--- config.mk ---
export PLATFORM = sky130hd
export DESIGN_NAME = escalonador_contextos
export DESIGN_NICKNAME = d
export VERILOG_FILES = /design/src/rtl/escalonador_contextos.sv
export SDC_FILE = /design/constraint.sdc
export NUM_CORES = 1
export LEC_CHECK = 0
export ABC_AREA = 0
export CAP_MARGIN = 10
export CORE_UTILIZATION = 43
export CTS_BUF_LIST = sky130_fd_sc_hd__clkbuf_4 sky130_fd_sc_hd__clkbuf_8 sky130_fd_sc_hd__clkbuf_16
export CTS_CLUSTER_DIAMETER = 50
export DETAILED_ROUTE_END_ITERATION = 7
export GPL_TIMING_DRIVEN = 0
export HOLD_SLACK_MARGIN = 0.03
export PLACE_DENSITY = 0.79
export RECOVER_POWER = 25
export SETUP_SLACK_MARGIN = 0.1
export SYNTH_ARGS = -nofsm -noshare
export SYNTH_HDL_FRONTEND = slang
export SYNTH_SLANG_ARGS = --single-unit
--- constraint.sdc ---
create_clock -name clk -period 6.58 [get_ports clk]
set_input_delay 1.974 -clock clk [delete_from_list [all_inputs] [get_ports clk]]
set_output_delay 1.974 -clock clk [all_outputs]
set_load 0.01 [all_outputs]
--- src/rtl/escalonador_contextos.sv ---
// Round-robin context scheduler for the preemptive multitasking datapath.
// It keeps a bitmap of ready user contexts and counts the quantum of the running one.
// It asks the instruction injector for a context switch and holds the target steady
// until the injector acknowledges. Context 0 is the OS and is never picked from the bitmap.
//
// state     | meaning
// ----------+-----------------------------------------------------------
// OCIOSO    | no user context to run; waits for the bitmap to become non-empty
// EXECUTA   | a context is running; the quantum counter advances
// SELECIONA | one cycle that runs the round-robin search on the bitmap
// TROCA     | switch requested (preempta=1); waits for troca_ack
module escalonador_contextos #(
    parameter int N_CTX   = 8,
    parameter int QUANTUM = 80,
    localparam int IDX_W  = $clog2(N_CTX),
    localparam int CNT_W  = $clog2(QUANTUM) + 1
) (
    input  logic             clk,
    input  logic             rst,
    input  logic [31:0]      ctx_atual,
    input  logic             cria_valid,
    input  logic [IDX_W-1:0] cria_ctx,
    input  logic             fim_valid,
    input  logic             troca_ack,
    output logic             preempta,
    output logic [31:0]      prox_ctx,
    output logic             ocioso,
    output logic [N_CTX-1:0] prontos
);

    typedef enum logic [1:0] {OCIOSO, EXECUTA, SELECIONA, TROCA} estado_t;

    localparam logic [CNT_W-1:0] ULTIMO_CICLO = CNT_W'(QUANTUM - 1);

    estado_t          estado, estado_n;
    logic [CNT_W-1:0] contador, contador_n;
    logic [IDX_W-1:0] ultimo, ultimo_n;
    logic [IDX_W-1:0] prox_reg, prox_n;
    logic [N_CTX-1:0] prontos_n;
    logic             achou;
    logic [IDX_W-1:0] alvo;

    // Ready bitmap update: create wins over terminate on the same index; bit 0 stays clear.
    always_comb begin
        prontos_n = prontos;
        if (fim_valid && ctx_atual != 32'd0)
            prontos_n[ctx_atual[IDX_W-1:0]] = 1'b0;
        if (cria_valid && cria_ctx != '0)
            prontos_n[cria_ctx] = 1'b1;
        prontos_n[0] = 1'b0;
    end

    // Round-robin search starting after ultimo, wrapping, and visiting ultimo itself last.
    always_comb begin
        achou = 1'b0;
        alvo  = '0;
        for (int i = 1; i <= N_CTX; i++) begin
            int idx;
            idx = int'(ultimo) + i;
            if (idx >= N_CTX)
                idx = idx - N_CTX;
            if (!achou && idx != 0 && prontos[IDX_W'(idx)]) begin
                achou = 1'b1;
                alvo  = IDX_W'(idx);
            end
        end
    end

    // Next-state logic for the scheduler FSM and its counter/target registers.
    always_comb begin
        estado_n   = estado;
        contador_n = contador;
        prox_n     = prox_reg;
        ultimo_n   = ultimo;
        case (estado)
            OCIOSO: begin
                contador_n = '0;
                if (prontos != '0)
                    estado_n = SELECIONA;
            end
            EXECUTA: begin
                if (fim_valid || contador == ULTIMO_CICLO)
                    estado_n = SELECIONA;
                else if (ctx_atual != 32'd0)
                    contador_n = contador + 1'b1;
            end
            SELECIONA: begin
                if (achou && 32'(alvo) != ctx_atual) begin
                    prox_n   = alvo;
                    ultimo_n = alvo;
                    estado_n = TROCA;
                end else if (achou) begin
                    // Sole ready context keeps running; record it as last served so
                    // the rotation continues from it once others become ready.
                    ultimo_n   = alvo;
                    contador_n = '0;
                    estado_n   = EXECUTA;
                end else begin
                    prox_n   = '0;
                    estado_n = TROCA;
                end
            end
            TROCA: begin
                if (troca_ack) begin
                    contador_n = '0;
                    estado_n   = (prox_reg == '0) ? OCIOSO : EXECUTA;
                end
            end
            default: estado_n = OCIOSO;
        endcase
    end

    // State and datapath registers with synchronous reset.
    always_ff @(posedge clk) begin
        if (rst) begin
            estado   <= OCIOSO;
            contador <= '0;
            ultimo   <= '0;
            prox_reg <= '0;
            prontos  <= '0;
        end else begin
            estado   <= estado_n;
            contador <= contador_n;
            ultimo   <= ultimo_n;
            prox_reg <= prox_n;
            prontos  <= prontos_n;
        end
    end

    assign preempta = (estado == TROCA);
    assign prox_ctx = 32'(prox_reg);
    assign ocioso   = (prontos == '0);

endmodule

==> flow_summary.yaml <==
status:
  status: "finished, final reports clean"
yosys:
  yosys.area.top_type_share_pct: 18.4
  ys_warn_count: 0
  synth_edf_count: 0
  syn_avg_cell_area_um2: 7.57
  synthFlopType: "dfxtp_1"
  ys_types: 69
  async_reset_ff_share_pct: 0
  synth_area_um2: 2500
  ys_seq_area_share_pct: 18.4
  synth_seq_cells: 23
  synth_cells: 330
  synth_largest_area_cell: "dfxtp_1"
  synthTopCellsByArea: "dfxtp_1, buf_4, o21ai_0, ha_1, nor2_1"
sta:
  max_freq_mhz: 239
  min_period_ns: 4.19
  worst_slew_pin_slew_ns: 0.700
  timing.final.crit_share_pct: 63.7
  rsz0062_at_grt: "false"
  slew_headroom_pct: 53.3
  clock_skew_ns: 0.00582
  maxSlewViolCount: 0
  setup_tns_ns: 0
  hold_viol: 0
  final-setup-viol-count: 0
  fin_ws_ns: 2.39
drt:
  detail_route.wirelength.met1_um: 2910
  topRoutingLayerUsed: "met4"
  totalWireLength_um: 6510
  wl_met3_um: 297
  routed-via-count: 2677
  ant_nets: 0
  wire_per_inst_um: 13.4
  dr.first_iter.drc_count: 197
  route.detailed.drc: 0
  vias_per_cell: 5.51
  dr.pass1.iters: 4
  routed-wl-met2_um: 3250
clock_tree:
  cts_root_buf: "clkbuf_8"
  h-tree-depth: 1
  clk_pin_slew_ns: 0.08
  holdBufCountCts: 0
  cts-buffers-inserted: 3
  postCtsSetupRepairBufs: 0
  cts_tree: "done"
  clk_path_buf_depth: 2
  clock_latency_ns: 0.26
  cts_resized: 0
  cts.sinks: 23
layout:
  area_growth_syn_to_layout_pct: 30.3
  antennaDiodeCount: 0
  reg_top3: "contador: 8 flops, prontos: 7 flops"
  finalInstanceArea_um2: 3260
  largest_register: "contador"
  largest_reg_flops: 8
  layout-drive-gt1-share_pct: 13.8
  nNetsFinal: 464
critical_path:
  path_class: "reg2out"
  critPathCaptureType: "output pin"
  r2r_start: "ultimo[1]"
  worst_setup_path_start_kind: "register"
  cp-startpoint: "prontos[4]"
  worstPathArrival_ns: 2.22
  worstPathRequired_ns: 4.61
  critPathMaxFanout: 7
power:
  ir_drop_mv: 0.137
  p_per_area_nw_per_um2: 169
  design_power_total_mw: 0.550
  p_leak_nw: 1.27
placed_design:
  io_buffers: 51
  place_area_um2: 3210
  post-place-ws_ns: 2.22
  gp_congestion: 0.909
  dp_hpwl_um: 5200
worst_hold_path:
  min_from: "contador[1]"
  min_path_type: "reg2reg"
global_routing:
  antenna_found_initial: 0
  grt_pass1_vias: 2355
  grt.overflow.total: 0
  grt_pass1_wl_um: 10700
  grt_usage_pct: 21.2
  grt_max_degree: 13
die:
  core_region_area_um2: 5540
  start_util_pct: 45.1
  ios: 82
  die_area_um2: 6120
  die_h_um: 78.2
  die_x_um: 78.2
  rows: 27
flow_run:
  drv_cap: 0
==> metrics by stage <==
stage | instances | hold slack (ns) | utilization, %
global placement | 482 | 0.471 | 57.9
finish | 486 | 0.488 | 58.8
CTS | 486 | 0.489 | 58.8
floorplan | 359 | 0.454 | -
global route | 486 | 0.516 | 58.8
detailed placement | 482 | 0.475 | 57.9
==> synthesized netlist by cell type, types with 5 or more instances <==
master and count:
a21oi_1 18, buf_4 30, clkbuf_1 6, dfxtp_1 23
ha_1 9, inv_1 13, nand2_1 26, nand2b_1 13
nand3_1 7, nand4_1 5, nor2_1 27, nor2b_1 9
nor3_1 8, nor4_1 8, o211ai_1 6, o21ai_0 24
o41ai_1 7
==> placed cells by master, fill, tap and decap left out, types with 4 or more instances in the layout <==
master / synthesis / final
nand2_1: 26 / 26
a32oi_1: 4 / 4
nand3_1: 7 / 7
inv_1: 13 / 13
conb_1: 1 / 30
mux4_2: 4 / 4
o211ai_1: 6 / 6
clkdlybuf4s50_1: 0 / 43
dlygate4sd3_1: 0 / 8
nor3_1: 8 / 8
nor4_1: 8 / 8
a21oi_1: 18 / 18
o41ai_1: 7 / 7
nand4_1: 5 / 5
and3_1: 4 / 4
nor2b_1: 9 / 9
nor2_1: 27 / 27
mux2i_1: 4 / 4
ha_1: 9 / 9
and2_1: 4 / 4
buf_4: 30 / 30
nand2b_1: 13 / 13
o21ai_0: 24 / 24
dfxtp_1: 23 / 23
clkbuf_1: 6 / 6
==> cell families (layout without fill, tap and decap cells) <==
| kind of cell | Yosys count | count (layout) | synth area share, % |
|---|---|---|---|
| adder cells (fa/ha/maj) | 9 | 9 | 4.51 |
| buffers and inverters | 55 | 110 | 13.5 |
| AO/OA/AOI/OAI | 102 | 102 | 28.9 |
| XOR/XNOR | 6 | 6 | 2.40 |
| multiplexers | 10 | 10 | 6.11 |
| flip-flops | 23 | 23 | 18.4 |
| other | 1 | 30 | 0.150 |
| AND/OR/NAND/NOR | 124 | 124 | 26.0 |
==> final timing paths <==
check / endpoint / slack [ns] / depth (start not counted)
hold / removal: contador[1] / 0.49 / 2
setup / recovery: ocioso / 2.39 / 3
hold reg to reg: contador[1] / 0.49 / 2
setup reg to reg: contador[7] / 2.42 / 13
==> routing by layer <==
metal | vias to the layer above | GRT usage, %
met5 | - | 0
met4 | 0 | 4.26
met3 | 6 | 1.74
met1 | 1236 | 27.7
li1 | 1341 | -
met2 | 94 | 37.8
==> power by group <==
group | switching (mW) | internal (mW)
sequential | 0.0122 | 0.148
clock | 0.0429 | 0.0473
combinational | 0.165 | 0.135
total | 0.220 | 0.330
==> critical path, cell delays in order, from the launching register on <==
cell,delay [ns]
dfxtp_1,0.36
or4_1,0.52
nor4_1,0.43
clkdlybuf4s50_1,0.65
==> layout make-up <==
class,count,area [um2]
buffer,41,285
clock buffer,4,48.8
fill,520,2280
inverter,14,52.6
multi-input combinational,281,1810
sequential,23,460
tap,72,90.1
timing repair buffer,51,510
Power figures use the tool's default switching activity.
==> RTL edit 1, RTL diff (config.mk and constraints unchanged) <==
Re-encode `estado_t` (4 values) as one-hot, 4 bits wide.
--- a/src/rtl/escalonador_contextos.sv
+++ b/src/rtl/escalonador_contextos.sv
@@ -28,7 +28,7 @@
     output logic [N_CTX-1:0] prontos
 );
 
-    typedef enum logic [1:0] {OCIOSO, EXECUTA, SELECIONA, TROCA} estado_t;
+    typedef enum logic [3:0] {OCIOSO = 4'b0001, EXECUTA = 4'b0010, SELECIONA = 4'b0100, TROCA = 4'b1000} estado_t;
 
     localparam logic [CNT_W-1:0] ULTIMO_CICLO = CNT_W'(QUANTUM - 1);
 
Check against the original RTL: same outputs for any inputs over 10 cycles, from zero or initial values and one cycle with rst high; not proved beyond that.
==> RTL edit 1 against the original RTL <==
- register-to-register slack worse by 910 ps
- global-route usage down 0.26 points
- synthesized area up 3.5%
- worst setup slack worse by 870 ps
- sequential cell count up 2
- die area up 3.4%
- synthesized cell count down 1.5%
- count of clock-buffer cells in the layout down 1
- design area up 2.4%
- routed wire length down 0.17%
- core utilization up 0.34 points
- non-clock buffer count down 2
- critical path type is now reg -> reg
- critical endpoint is now contador[2]
Power is not compared: it rests on default switching activity, and its combinational part moved more than twofold at a synthesized area within 25%.
==> RTL edit 1: results (changes against the original RTL) <==
===========================================================================
Drt first pass iters                                                      7   +3
Non-clock buffer instance count of the final layout                      90   -2.2%
Distinct cell type count after synthesis                                 75   +8.7%
Worst reg2reg path depth                                                 15   +2
Result of the run                                              finished, final reports clean
Non-clock buffer area fraction after layout                           23.5%   -0.92 points
Fraction of layout cells with a size suffix above 1                   14.7%   +0.94 points
Average wire per cell in the routed design                          13.5 um   +1.1%
Post-Syn Area per Cell                                             7.96 um2   +5.1%
Post-CTS resize count                                                     0   unchanged
Clk cell area share                                                   1.50%   +0.0021 points
Critical path arrival                                               5290 ps   +3070 ps
Top area cells in the synthesized netlist                      sky130_fd_sc_hd__dfxtp_1, sky130_fd_sc_hd__buf_4, sky130_fd_sc_hd__ha_1
Critical path peak fanout                                                10   +3
Clock net sink count                                                     25   +8.7%
Filler instances                                                        518   -0.38%
Logic inverters                                                          13   -1
Worst clock skew                                                    4.54 ps   -1.28 ps
Multi-input gate share of the layout cell area                        55.8%   +0.26 points
Number of multi-input combinational cells                               276   -1.8%
Transition time at the pin with the least slew margin                987 ps   +286 ps
Final RePlAce weighted congestion                                     0.957   +5.3%
Worst r2r src                                                     ultimo[0]
List of most frequent post-synthesis cells                     sky130_fd_sc_hd__buf_4, sky130_fd_sc_hd__nor2_1, sky130_fd_sc_hd__dfxtp_1
Number of buffers inserted by port buffering                             50   -2.0%
Wire length of the first global-routing pass                        10.7 mm   -0.33%
Post-synthesis sequential area ratio                                  19.4%   +0.92 points
Vias post-DR                                                          2,715   +1.4%
Sequential Area                                                     500 um2   +8.7%
Worst-case register-to-register setup slack                         1510 ps   -910 ps
Gr usage total                                                        20.9%   -0.26 points
Hold Path End                                                   prox_reg[2]
Vias in the first global route                                        2,325   -1.3%
Total wire length after detailed routing                            6.50 mm   -0.17%
Maximum number of pins on one net before global-route repair             17   +4
Detailed Route Iter0 Violations                                         201   +2.0%
Yosys top cell area share                                             19.4%   +0.92 points
Number of nets in the final layout                                      458   -1.3%
Sum of net half-perimeters after detailed placement                 5.22 mm   +0.26%
===========================================================================
-- RTL edit 1: cell count changes after synthesis, sizes merged, moves of 6 or more --
cell and change:
nand2 -6, nand2b -6, o21ai -9, o41ai -7
-- RTL edit 1: layer usage --
metal	wire, um	track usage [%]	part of all wire (%)	vias up
met5	0	0	0	-
met3	524	2.97	8.1	12
met4	102	5.27	1.6	0
li1	-	-	-	1329
met1	2840	27.3	44	1224
met2	3030	35.7	47	150
-- RTL edit 1: stage by stage --
step / hold slack [ps] / total power [W] / instance area [um2] / utilization, % / worst slack (ps)
2_1_floorplan: 451 / 0.000258 / 2700 / - / 2360
3_3_place_gp: 464 / 0.000305 / 3290 / 58.2 / 1710
3_5_place_dp: 478 / 0.000307 / 3290 / 58.2 / 1640
4_1_cts: 492 / 0.000401 / 3340 / 59.1 / 1610
5_1_grt: 533 / 0.000422 / 3340 / 59.1 / 1180
6_report: 488 / 0.000402 / 3340 / 59.1 / 1510
-- RTL edit 1: critical path, stage by stage (launching register included) --
cell                        delay, ps
sky130_fd_sc_hd__dfxtp_1          460
sky130_fd_sc_hd__buf_6            170
sky130_fd_sc_hd__buf_2            210
sky130_fd_sc_hd__inv_1            160
sky130_fd_sc_hd__ha_1             310
sky130_fd_sc_hd__buf_4            170
sky130_fd_sc_hd__mux2_1           330
sky130_fd_sc_hd__a21oi_1          420
sky130_fd_sc_hd__o31ai_1          220
sky130_fd_sc_hd__nor4_4           530
sky130_fd_sc_hd__and3_1           270
sky130_fd_sc_hd__a21o_1           190
sky130_fd_sc_hd__a2111oi_4        110
sky130_fd_sc_hd__a311oi_1         860
sky130_fd_sc_hd__or4b_1           510
sky130_fd_sc_hd__nand2_1           80
-- RTL edit 1: kinds of logic (layout without fill, tap and decap cells) --
| logic type | count (synthesis) | in the layout | share of synthesized area [%] |
|---|---|---|---|
| AO/OA/AOI/OAI | 96 | 96 | 26.9 |
| flip-flops | 25 | 25 | 19.4 |
| XOR/XNOR | 5 | 5 | 1.98 |
| buffers and inverters | 53 | 107 | 12.9 |
| multiplexers | 14 | 14 | 7.69 |
| other | 1 | 30 | 0.145 |
| adder cells (fa/ha/maj) | 9 | 9 | 4.35 |
| AND/OR/NAND/NOR | 122 | 122 | 26.8 |
-- RTL edit 1: power groups by stage --
stage	registers [W]	clock network, W	logic [W]
floorplan	0.000162	0	0.0000958
global placement	0.000163	0	0.000142
detailed placement	0.000163	0	0.000145
CTS	0.000159	0.0000966	0.000145
global route	0.000160	0.000103	0.000160
finish	0.000159	0.0000960	0.000147
-- RTL edit 1: worst max-delay path by stage --
stage	cells past startpoint	slack, ps	end
global route	14	1180	contador[2]
CTS	14	1610	contador[2]
finish	15	1510	contador[2]
floorplan	16	2360	contador[2]
global placement	14	1710	contador[2]
detailed placement	15	1640	contador[2]
==> RTL edit 2, RTL diff (config.mk and constraints unchanged) <==
Without the edit above. The parameter `N_CTX` goes from 8 to 16.
--- a/src/rtl/escalonador_contextos.sv
+++ b/src/rtl/escalonador_contextos.sv
@@ -10,7 +10,7 @@
 // SELECIONA | one cycle that runs the round-robin search on the bitmap
 // TROCA     | switch requested (preempta=1); waits for troca_ack
 module escalonador_contextos #(
-    parameter int N_CTX   = 8,
+    parameter int N_CTX   = 16,
     parameter int QUANTUM = 80,
     localparam int IDX_W  = $clog2(N_CTX),
     localparam int CNT_W  = $clog2(QUANTUM) + 1
Ports: changed (resized cria_ctx and prontos); port bits go from 82 to 91. The function was not compared with the original's and may differ.
==> RTL edit 2 against the original RTL <==
- design area up 69%
- sequential cell count up 10
- non-clock buffer count up 20
- worst setup slack worse by 2000 ps
- synthesized area up 83%
- count of clock-buffer cells in the layout up 2
- sequential share of layout area down 2.1 points
- synthesized cell count up 78%
- routed wire length up 120%
- clock skew up 3.4 ps
Power is left out: it rests on default switching activity, and per cell area and clock period it moved more than threefold.
==> RTL edit 2: results (changes against the original RTL) <==
====================================================================================================
Count of mapped cells out of synthesis                                                           588   +78%
Async S/R FF share, synth                                                                         0%   unchanged
Total wire length after detailed routing                                                     14.1 mm   +120%
Post-synthesis sequential area ratio                                                           14.5%   -3.9 points
Filler instances                                                                                 968   +86%
Transition time at the pin with the least slew margin                                         849 ps   +149 ps
Total CTS buffers                                                                                  5   +2
Drt first pass iters                                                                               5   +1
Number of nets in the final layout                                                               739   +59%
Wire length of the first global-routing pass                                                 22.9 mm   +110%
Clock latency of the later-clocked register in the worst-skew pair                            280 ps   +20 ps
Antenna cells                                                                                      0   unchanged
List of most frequent post-synthesis cells                                              sky130_fd_sc_hd__nand2_1, sky130_fd_sc_hd__a21oi_1, sky130_fd_sc_hd__nor2_1
Worst min-delay path category                                                             reg -> reg
Number of buffers on the longest clock path                                                        2   unchanged
Cell family contributing the most delay on the critical path                            simple AND/OR/NAND/NOR gates
Placed Cells incl. Taps                                                                          810   +68%
Distinct cell type count after synthesis                                                          82   +19%
Critical path data required time                                                             6730 ps   +2120 ps
Hold slack                                                                                    480 ps   -7.90 ps
Post-CTS resize count                                                                              0   unchanged
Vias post-DR                                                                                   5,050   +89%
Synth warn                                                                                         0   unchanged
Flip-flop count of the largest register after layout                                              15   +7
Largest registers                                                                       prontos (15), contador (8)
Result of the run                                                                       finished, final reports clean
CTS HTree Levels                                                                                   2   +1
Fraction of layout cells with a size suffix above 1                                            15.6%   +1.8 points
Top area cells in the synthesized netlist                                               sky130_fd_sc_hd__dfxtp_1, sky130_fd_sc_hd__nand2_1, sky130_fd_sc_hd__buf_4
Number of buffers inserted by port buffering                                                      58   +14%
Clock-pin slew reported for the worst setup and hold paths after clock tree synthesis          60 ps   -20 ps
Antenna violations before repair                                                                   0   unchanged
Sum of net half-perimeters after detailed placement                                          11.2 mm   +120%
Post-Place Cell Area                                                                        5420 um2   +69%
Critical path peak fanout                                                                         11   +4
Vias in the first global route                                                                 4,745   +100%
Post-CTS repair timing setup buffer count                                                          0   unchanged
Clock tree root buffer cell                                                             sky130_fd_sc_hd__clkbuf_8
Gr usage total                                                                                 25.5%   +4.4 points
Detailed Route Iter0 Violations                                                                  382   +94%
Slowest cell delay on critical path                                                           590 ps   -60 ps
Slowest-stage cell, CP                                                                  sky130_fd_sc_hd__o311ai_1
Worst-case register-to-register setup slack                                                   340 ps   -2080 ps
Worst clock skew                                                                             9.19 ps   +3.36 ps
Maximum number of pins on one net before global-route repair                                      12   -1
Final RePlAce weighted congestion                                                              0.997   +9.6%
Post-route insts no fill                                                                         817   +68%
====================================================================================================
## RTL edit 2: cells by family (layout without fill, tap and decap cells)
family                   after synthesis  in the layout  synth area share [%]
AO/OA/AOI/OAI                        179            179                  27.3
XOR/XNOR                              16             16                  3.40
adder cells (fa/ha/maj)               18             18                  4.94
buffers and inverters                 71            136                  9.68
flip-flops                            33             33                  14.5
multiplexers                          50             50                  14.3
other                                  1             29                0.0822
AND/OR/NAND/NOR                      220            220                  25.8
## RTL edit 2: per-stage QoR
step	setup slack (ps)	utilization, %
floorplan	1440	-
global placement	274	52.5
detailed placement	171	52.5
CTS	128	53.3
global route	163	53.3
finish	342	53.3
## RTL edit 2: area by class of cell
| class | instances | area share (%) |
|---|---|---|
| well taps | 136 | 3.09 |
| plain buffers | 54 | 6.89 |
| clock inverters | 2 | 0.182 |
| flip-flops and latches | 33 | 12.0 |
| inverters | 16 | 1.09 |
| clock buffers | 6 | 1.39 |
| multi-input cells | 512 | 64.8 |
| repair buffers | 58 | 10.6 |
## RTL edit 2: per-layer routing
metal | vias up | wire, um | GRT usage, % | share of wire [%]
li1 | 2356 | - | - | -
met4 | 0 | 695 | 15.4 | 4.9
met1 | 2323 | 5580 | 31.3 | 39
met2 | 311 | 6610 | 42.9 | 47
met5 | - | 0 | 0 | 0
met3 | 60 | 1270 | 2.87 | 9.0
## RTL edit 2: worst paths after layout
| kind | endpoint | cells past startpoint | startpoint |
|---|---|---|---|
| min reg2reg | contador[7] | 1 | contador[7] |
| max reg2reg | contador[6] | 21 | ultimo[1] |
| min | contador[7] | 1 | contador[7] |
| max | contador[6] | 21 | ultimo[1] |
